### src/rtl/eth_frame_receiver.sv
// Byte-serial Ethernet receive parser: strips preamble/SFD, captures header fields and the
// first payload word, counts payload bytes and checks the FCS residue of each frame.
`timescale 1ns/1ps

module eth_frame_receiver #(
  parameter int MIN_PREAMBLE = 7,
  parameter int MAX_PAYLOAD  = 1500,
  parameter int LEN_W        = 11
) (
  input  logic             clk,
  input  logic             rst,
  input  logic             rx_dv,
  input  logic [7:0]       rx_data,
  output logic [47:0]      dest_addr,
  output logic [47:0]      src_addr,
  output logic [15:0]      eth_type,
  output logic [31:0]      data_out,
  output logic [LEN_W-1:0] payload_len,
  output logic             rx_done,
  output logic             rx_err,
  output logic [2:0]       err_code,
  output logic             busy
);

  typedef enum logic [2:0] {
    IDLE,
    PREAMBLE,
    HEADER,
    BODY,
    DROP
  } state_t;

  localparam logic [31:0]      CRC_INIT    = 32'hFFFF_FFFF;
  localparam logic [31:0]      CRC_RESIDUE = 32'hDEBB_20E3;
  localparam logic [LEN_W-1:0] MAX_LEN     = LEN_W'(MAX_PAYLOAD);
  localparam logic [3:0]       MIN_PRE     = 4'(MIN_PREAMBLE);

  localparam logic [2:0] ERR_PREAMBLE = 3'd1;
  localparam logic [2:0] ERR_RUNT     = 3'd2;
  localparam logic [2:0] ERR_OVERSIZE = 3'd3;
  localparam logic [2:0] ERR_FCS      = 3'd4;

  state_t      state, state_next;
  logic [3:0]  pre_cnt;
  logic [3:0]  hdr_cnt;
  logic [2:0]  dly_cnt;
  logic [31:0] dly_line;
  logic [31:0] crc;

  logic        sfd_hit;
  logic        commit;
  logic        done_set;
  logic        err_set;
  logic [2:0]  err_val;

  // Reflected CRC-32, one byte per call, LSB of the byte first.
  function automatic logic [31:0] crc_byte(input logic [31:0] c, input logic [7:0] d);
    logic [31:0] r;
    r = c;
    for (int i = 0; i < 8; i++) begin
      if (r[0] ^ d[i]) r = (r >> 1) ^ 32'hEDB8_8320;
      else             r = r >> 1;
    end
    return r;
  endfunction

  assign busy = (state != IDLE);

  always_comb begin
    state_next = state;
    sfd_hit    = 1'b0;
    commit     = 1'b0;
    done_set   = 1'b0;
    err_set    = 1'b0;
    err_val    = 3'd0;
    case (state)
      IDLE: begin
        if (rx_dv) state_next = (rx_data == 8'h55) ? PREAMBLE : DROP;
      end
      PREAMBLE: begin
        if (!rx_dv) begin
          err_set    = 1'b1;
          err_val    = ERR_PREAMBLE;
          state_next = IDLE;
        end else if (rx_data != 8'h55) begin
          if (rx_data == 8'hD5 && pre_cnt >= MIN_PRE) begin
            sfd_hit    = 1'b1;
            state_next = HEADER;
          end else begin
            err_set    = 1'b1;
            err_val    = ERR_PREAMBLE;
            state_next = DROP;
          end
        end
      end
      HEADER: begin
        if (!rx_dv) begin
          err_set    = 1'b1;
          err_val    = ERR_RUNT;
          state_next = IDLE;
        end else if (hdr_cnt == 4'd13) begin
          state_next = BODY;
        end
      end
      BODY: begin
        if (!rx_dv) begin
          state_next = IDLE;
          if (dly_cnt != 3'd4) begin
            err_set = 1'b1;
            err_val = ERR_RUNT;
          end else if (crc != CRC_RESIDUE) begin
            err_set = 1'b1;
            err_val = ERR_FCS;
          end else begin
            done_set = 1'b1;
          end
        end else if (dly_cnt == 3'd4) begin
          // The last four body bytes are the FCS, so a byte only counts as payload once four more follow it.
          if (payload_len == MAX_LEN) begin
            err_set    = 1'b1;
            err_val    = ERR_OVERSIZE;
            state_next = DROP;
          end else begin
            commit = 1'b1;
          end
        end
      end
      DROP: begin
        if (!rx_dv) state_next = IDLE;
      end
      default: state_next = IDLE;
    endcase
  end

  always_ff @(posedge clk or posedge rst) begin
    if (rst) begin
      state       <= IDLE;
      pre_cnt     <= 4'd0;
      hdr_cnt     <= 4'd0;
      dly_cnt     <= 3'd0;
      dly_line    <= 32'd0;
      crc         <= CRC_INIT;
      dest_addr   <= 48'd0;
      src_addr    <= 48'd0;
      eth_type    <= 16'd0;
      data_out    <= 32'd0;
      payload_len <= '0;
      rx_done     <= 1'b0;
      rx_err      <= 1'b0;
      err_code    <= 3'd0;
    end else begin
      state   <= state_next;
      rx_done <= done_set;
      rx_err  <= err_set;
      if (err_set) err_code <= err_val;

      if (state == IDLE && rx_dv && rx_data == 8'h55) pre_cnt <= 4'd1;
      if (state == PREAMBLE && rx_dv && rx_data == 8'h55 && pre_cnt != 4'd15)
        pre_cnt <= pre_cnt + 4'd1;

      if (sfd_hit) begin
        hdr_cnt     <= 4'd0;
        dly_cnt     <= 3'd0;
        dly_line    <= 32'd0;
        crc         <= CRC_INIT;
        data_out    <= 32'd0;
        payload_len <= '0;
        err_code    <= 3'd0;
      end

      if (state == HEADER && rx_dv) begin
        crc     <= crc_byte(crc, rx_data);
        hdr_cnt <= hdr_cnt + 4'd1;
        if (hdr_cnt < 4'd6)       dest_addr <= {dest_addr[39:0], rx_data};
        else if (hdr_cnt < 4'd12) src_addr  <= {src_addr[39:0], rx_data};
        else                      eth_type  <= {eth_type[7:0], rx_data};
      end

      if (state == BODY && rx_dv) begin
        crc      <= crc_byte(crc, rx_data);
        dly_line <= {dly_line[23:0], rx_data};
        if (dly_cnt != 3'd4) dly_cnt <= dly_cnt + 3'd1;
        if (commit) begin
          payload_len <= payload_len + LEN_W'(1);
          if (payload_len < LEN_W'(4)) begin
            case (payload_len[1:0])
              2'd0:    data_out[31:24] <= dly_line[31:24];
              2'd1:    data_out[23:16] <= dly_line[31:24];
              2'd2:    data_out[15:8]  <= dly_line[31:24];
              default: data_out[7:0]   <= dly_line[31:24];
            endcase
          end
        end
      end
    end
  end

endmodule

### config.mk
export PLATFORM = sky130hd
export DESIGN_NAME = eth_frame_receiver
export DESIGN_NICKNAME = d
export VERILOG_FILES = /design/src/rtl/eth_frame_receiver.sv
export SDC_FILE = /design/constraint.sdc
export NUM_CORES = 1
export LEC_CHECK = 0
export CORE_UTILIZATION = 58
export DETAILED_ROUTE_END_ITERATION = 7
export PLACE_DENSITY = 0.84
export SKIP_LAST_GASP = 1
export SLEW_MARGIN = 15
export SYNTH_ARGS = -nofsm -noshare
export SYNTH_HDL_FRONTEND = slang
export SYNTH_SLANG_ARGS = --single-unit
### constraint.sdc
create_clock -name clk -period 17.4 [get_ports clk]
set_input_delay 2.61 -clock clk [delete_from_list [all_inputs] [get_ports clk]]
set_output_delay 2.61 -clock clk [all_outputs]
set_load 0.05 [all_outputs]
==> results of run 1 <==
[per-layer routing]
metal  up-vias  wire length (um)  global-route usage (%)
met3        43              1470                    4.44
li1       3429                 -                       -
met5         -                 0                       0
met4         0               574                    8.52
met1      3690              9940                    35.0
met2       250             11100                    41.6
[per-stage QoR]
step                hold slack (ps)  worst slack [ps]  cell area (um2)  utilization (%)  std cells
finish                          475             11590            13200             75.1       1296
global route                    504             11400            13200             75.1       1296
CTS                             480             11660            13200             75.1       1296
detailed placement              463             11150            12300             70.2       1252
global placement                457             11280            12300             70.2       1252
floorplan                       448              8310            10500                -        904
[worst max-delay path: cells and delay by family]
kind	cells	cell delay, ps
mux	1	350
simple gates	3	2080
buf+inv	2	1120
[registers in the layout, summed over array words and instances, names as in the netlist, 4 cells and up]
signal	cells
data_out	32
dly_line	32
crc	32
src_addr	48
eth_type	16
hdr_cnt	4
payload_len	11
pre_cnt	4
dest_addr	48
[worst max path at each step]
stage	start	cells past startpoint	slack (ps)	end
detailed placement	rx_dv	6	11150	dest_addr[43]
global placement	rx_dv	6	11280	dest_addr[47]
floorplan	rst	1	8310	data_out[0]
global route	rx_dv	6	11400	dest_addr[10]
CTS	rx_dv	6	11660	dest_addr[34]
finish	rx_dv	6	11590	dest_addr[34]
[cell usage in the layout (no fill, tap or decap), types with 2 or more instances in the layout]
cell type,n
a21oi_1,44
a32oi_1,2
and2_1,4
and3_1,9
and4_1,3
buf_4,6
bufinv_16,3
clkbuf_1,3
clkbuf_16,25
clkbuf_8,7
clkdlybuf4s50_1,171
clkinv_2,6
dfrtp_1,206
dfstp_2,32
ha_1,9
inv_1,11
mux2_2,114
mux2i_1,8
nand2_1,135
nand3_1,20
nand3b_1,3
nand4_1,6
nand4b_1,4
nand4bb_1,2
nor2_1,13
nor2b_1,2
nor3_1,41
nor4_1,3
nor4b_1,2
o211ai_1,2
o21ai_0,48
o21ai_1,22
or3_1,3
xnor2_1,39
xnor2_2,11
xor2_1,25
[Yosys cell counts, types with 11 or more instances]
library cell / instances / area, um2
a21oi_1: 44 / 220
buf_2: 15 / 75.1
clkbuf_1: 28 / 105
dfrtp_1: 206 / 5150
dfstp_2: 32 / 841
inv_1: 12 / 45.0
mux2_2: 114 / 1280
nand2_1: 135 / 507
nand3_1: 20 / 100
nor2_1: 14 / 52.6
nor3_1: 41 / 205
o21ai_0: 48 / 240
o21ai_1: 22 / 110
xnor2_1: 39 / 342
xnor2_2: 11 / 179
xor2_1: 25 / 219
[cell families (layout without fill, tap and decap cells)]
group | count (synthesis) | after routing | synth area share (%)
simple gates | 263 | 263 | 12.1
buf+inv | 66 | 233 | 2.99
fa+ha+maj | 9 | 9 | 1.07
mux | 122 | 122 | 13.0
flops | 238 | 238 | 56.9
xor+xnor | 76 | 76 | 7.28
compound gates | 130 | 130 | 6.64
[final cells by class]
cell class / count / area (um2) / area share (%)
sequential: 238 / 6000 / 45.5
multi-input combinational: 600 / 4230 / 32.1
timing repair buffer: 177 / 1760 / 13.3
clock buffer: 35 / 733 / 5.57
tap: 225 / 282 / 2.14
clock inverter: 9 / 120 / 0.912
inverter: 12 / 52.6 / 0.399
[power groups by stage]
stage / Clock [uW] / Sequential, uW / Combinational (uW)
2_1_floorplan: 0 / 568 / 50.9
3_3_place_gp: 0 / 569 / 67.1
3_5_place_dp: 0 / 570 / 67.8
4_1_cts: 556 / 560 / 68.4
5_1_grt: 578 / 560 / 73.8
6_report: 547 / 560 / 67.6
==> qor.txt, run 1 <==
DR pass1 iterations - 4
Slew headroom - 24.4%
R2r setup slk - 14020 ps
Vias in the first global route - 7323
Clk slew on worst S/H paths - 60 ps
Hold path endpoint - dly_line[27]
Switching fraction of total power - 22.0%
Unique masters post-synth - 57
Setup TNS - 0 ps
Post-synthesis sequential area ratio - 56.9%
IO buf count - 171
CTS Hold Buffers Added - 0
Synth-to-Final Area Change - 25.1%
Initial antenna violation count - 0
Final setup fails - 0
Largest net degree at the start of global routing - 159
Grt ovf - 0
R2R depth - 5
Initial core utilization - 60.1%
RR Endpoint - dest_addr[34]
Power share of the combinational group - 5.8%
Die Ht - 137 um
Num CTS Buffers - 24
# nets final - 1073
Largest stage delay, worst path - 1030 ps
Hold Startpoint - dly_line[19]
Placed wire-length estimate - 14700 um
EDFF count, synth - 0
Setup bufs post-CTS - 0
Final Hold Vio Count - 0
Clock Latency Late Sink - 510 ps
DRC violations left - 0
Core area - 17500 um2
Slowest cell on crit path - and3b_2
Final ANT Viol Nets - 0
Critical Path Start Type - primary input
Worst hold path stage count - 2
Mapped Area - 10500 um2
Syn Area/Cell - 11.6 um2
Vias per cell - 5.72
Die area - 18700 um2
First-pass GRT wire length - 37800 um
Clock tree buffer depth - 3
Max cap viols - 0
H-tree depth - 1
CTS root buf - clkbuf_16
Unrepaired setup endpoints after global routing - false
Critical Path End Type - flip-flop
Clk pwr share - 46.6%
Leakage power - 0.00591 uW
Die X - 137 um
Reg power frac - 47.7%
Final Power - 1170 uW
DR vias - 7412
Max Fclk - 172 MHz
Critical-path cell list - clkdlybuf4s50_1 > and3b_2 > nand2b_1 > or3b_2 > buf_4 > mux2_2
# IOs - 172
Worst Path Required - 17790 ps
Worst r2r src - state[2]
Pins over their slew limit - 0
Post-synthesis register bit count - 238
Fill cells - 1193
N_diodes - 0
Ratio of final minimum period to clock period - 33.4%
CTS tree - done
Routed len/inst - 17.8 um
Crit path time final - 5810 ps
Pint - 917 uW
Cells after synthesis - 904
Actual slew at the worst max-slew pin - 1130 ps
Peak VDD IR - 0.0847 mV
Synthesis Warnings - 0
Mapped Nets - 924
Initial DRC count - 516
Fraction of final layout cells sized beyond drive strength 1 - 20.1%
NetSw - 258 uW
Outcome - finished clean
Final wirelength - 23100 um
Cts repair resizes - 0
Min-delay worst type - flip-flop to flip-flop
Worst Clk Skew - 11.5 ps
Std cell rows - 48
Clk sinks - 238
Setup Crit Path Kind - primary input to flip-flop
Ys flop type - dfrtp_1
Ys async rst share - 100%
Gr usage total - 25.6%
WP data arrival - 6200 ps
P per Cell Area - 89.2 nW/um2
Final RePlAce weighted congestion - 0.859
CP Max Fanout - 66
No activity file was read; power rests on OpenSTA's default activity.
==> run 2, diff against run 1 <==
Settings changed: CORE_UTILIZATION 58 to 48, PLACE_DENSITY 0.84 to 0.74.
Clock period 17.4 ns to 4.88 ns, I/O delays scaled along.
==> qor.txt, run 2 (synthesis gave the netlist of run 1 again) <==
WP data arrival - 3410 ps (-2790 ps)
Clock Latency Late Sink - 520 ps (about the same)
Critical Path End Type - flip-flop
Die X - 150 um (+9.8%)
DRC violations left - 0 (unchanged)
First-pass GRT wire length - 37200 um (-1.4%)
WL met3 - 1840 um (+25%)
Fraction of final layout cells sized beyond drive strength 1 - 20.2% (+0.11 points)
N_diodes - 0 (unchanged)
Slew headroom - 47.4% (+23 points)
Crit path time final - 2970 ps
DR pass1 iterations - 4 (unchanged)
NetSw - 927 uW (+260%)
RR Endpoint - rx_err
Min-delay worst type - flip-flop to flip-flop
Outcome - finished clean
Largest net degree at the start of global routing - 129 (-19%)
Die Ht - 150 um (+9.8%)
Worst Clk Skew - 15.1 ps (+3.66 ps)
CP Max Fanout - 40 (-39%)
Peak VDD IR - 0.269 mV (+220%)
Setup bufs post-CTS - 0 (unchanged)
Final Hold Vio Count - 0 (unchanged)
Pins over their slew limit - 0 (unchanged)
Ratio of final minimum period to clock period - 60.9%
Synth-to-Final Area Change - 26.2%
Most common cell after layout, fill and taps aside - dfrtp_1
DR vias - 7158 (-3.4%)
Initial antenna violation count - 0 (unchanged)
Initial DRC count - 432 (-16%)
Initial core utilization - 49.5% (-11 points)
Reg power frac - 47.4% (-0.3 points)
Die area - 22500 um2 (+21%)
Setup slack after layout - 1910 ps (-9680 ps)
R2r setup slk - 2490 ps (-11530 ps)
Power share of the combinational group - 5.8% (about the same)
Met2 WL - 10600 um (-4.3%)
Final RePlAce weighted congestion - 0.832 (-3.2%)
P per Cell Area - 317 nW/um2 (+260%)
Std cell rows - 53 (+10%)
Vias per cell - 5.30 (-7.3%)
Core area - 21300 um2 (+21%)
Largest registers - dest_addr (48), src_addr (48)
Actual slew at the worst max-slew pin - 788 ps (-346 ps)
Setup Crit Path Kind - primary input to flip-flop
Worst r2r src - crc[30]
Grt ovf - 0 (unchanged)
Critical Path Start - rx_data[5]
Final wirelength - 22800 um (-1.3%)
Critical Path Start Type - primary input
Final ANT Viol Nets - 0 (unchanged)
Worst Path Required - 5320 ps (-12470 ps)
CTS Hold Buffers Added - 0 (unchanged)
Routed len/inst - 16.9 um (-5.2%)
Fill cells - 1686 (+41%)
Dpl ws - 1390 ps (-9750 ps)
CTS root buf - clkbuf_16
# IOs - 172 (unchanged)
Cts repair resizes - 0 (unchanged)
FF/Latch Area - 6000 um2 (unchanged)
Leakage power - 0.00593 uW (+0.29%)
# nets final - 1078 (+0.47%)
Clk slew on worst S/H paths - 60 ps (about the same)
Clock tree buffer depth - 3 (unchanged)
Switching fraction of total power - 22.0% (+0.031 points)
Placed wire-length estimate - 14900 um (+1.3%)
IO buf count - 171 (unchanged)
Num CTS Buffers - 25 (+4.2%)
Met1 WL - 9970 um (+0.28%)
Max Fclk - 337 MHz
Final setup fails - 0 (unchanged)
Clk sinks - 238 (unchanged)
Max layer used - met4
Unrepaired setup endpoints after global routing - false
Clk pwr share - 46.8% (+0.2 points)
CTS tree - done
Commonest cells after routing, fill and taps aside - dfrtp_1, clkdlybuf4s50_1, nand2_1
Setup TNS - 0 ps (unchanged)
Pint - 3290 uW (+260%)
Vias in the first global route - 7073 (-3.4%)
Critical path endpoint - crc[30]
Max cap viols - 0 (unchanged)
R2R depth - 5 (unchanged)
Area of the multi-input gates - 4230 um2 (about the same)
Gr usage total - 20.9% (-4.7 points)
H-tree depth - 1 (unchanged)
-- run 2: cell types whose count changed in the layout (fill, tap and decap cells not counted), moves of 2 or more --
| cell | previous run | this run |
|---|---|---|
| clkbuf_8 | 7 | 4 |
| clkinvlp_4 | 0 | 2 |
| clkinv_2 | 6 | 4 |
| buf_4 | 6 | 8 |
| clkbuf_1 | 3 | 5 |
| buf_12 | 0 | 2 |
-- run 2: worst min path at each step --
stage,start,to,slack (ps),depth (start not counted)
final,dly_line[12],dly_line[20],480,2
after global routing,dly_line[21],dly_line[29],500,2
after CTS,dly_line[21],dly_line[29],480,2
after detailed placement,dly_line[23],dly_line[31],470,2
after global placement,dly_line[19],dly_line[27],460,2
after floorplan,dly_line[21],dly_line[29],450,2
-- run 2: final cells by class --
class / count / share of cell area [%]
clock buffer: 34 / 5.26
clock inverter: 10 / 1.18
inverter: 12 / 0.367
multi-input combinational: 600 / 31.8
sequential: 238 / 45.1
tap: 275 / 2.59
timing repair buffer: 181 / 13.6
-- run 2: power groups by stage --
stage	clock network [uW]	logic [uW]	registers, uW
2_1_floorplan	0	182	2030
3_3_place_gp	0	245	2030
3_5_place_dp	0	246	2030
4_1_cts	2020	248	2000
5_1_grt	2090	268	2000
6_report	1970	244	2000
-- run 2: critical path, cell delays in order --
cell             delay [ps]
clkdlybuf4s50_1         640
nand4bb_1               370
nor2_1                  280
and3_2                  660
buf_4                   440
nor3_1                  110
a21oi_1                 150
-- run 2: per-layer routing --
metal / vias up / track usage, %
li1: 3434 / -
met1: 3517 / 28.8
met2: 177 / 32.7
met3: 30 / 5.73
met4: 0 / 4.95
met5: - / 0
-- run 2: stage by stage --
step	instance area (um2)	hold slack (ps)	util (%)	power, uW	cells
final	13300	475	62.4	4210	1350
after global routing	13300	498	62.4	4360	1350
after CTS	13300	476	62.4	4270	1350
after detailed placement	12400	466	58.4	2280	1306
after global placement	12400	459	58.4	2280	1306
after floorplan	10500	448	-	2210	904
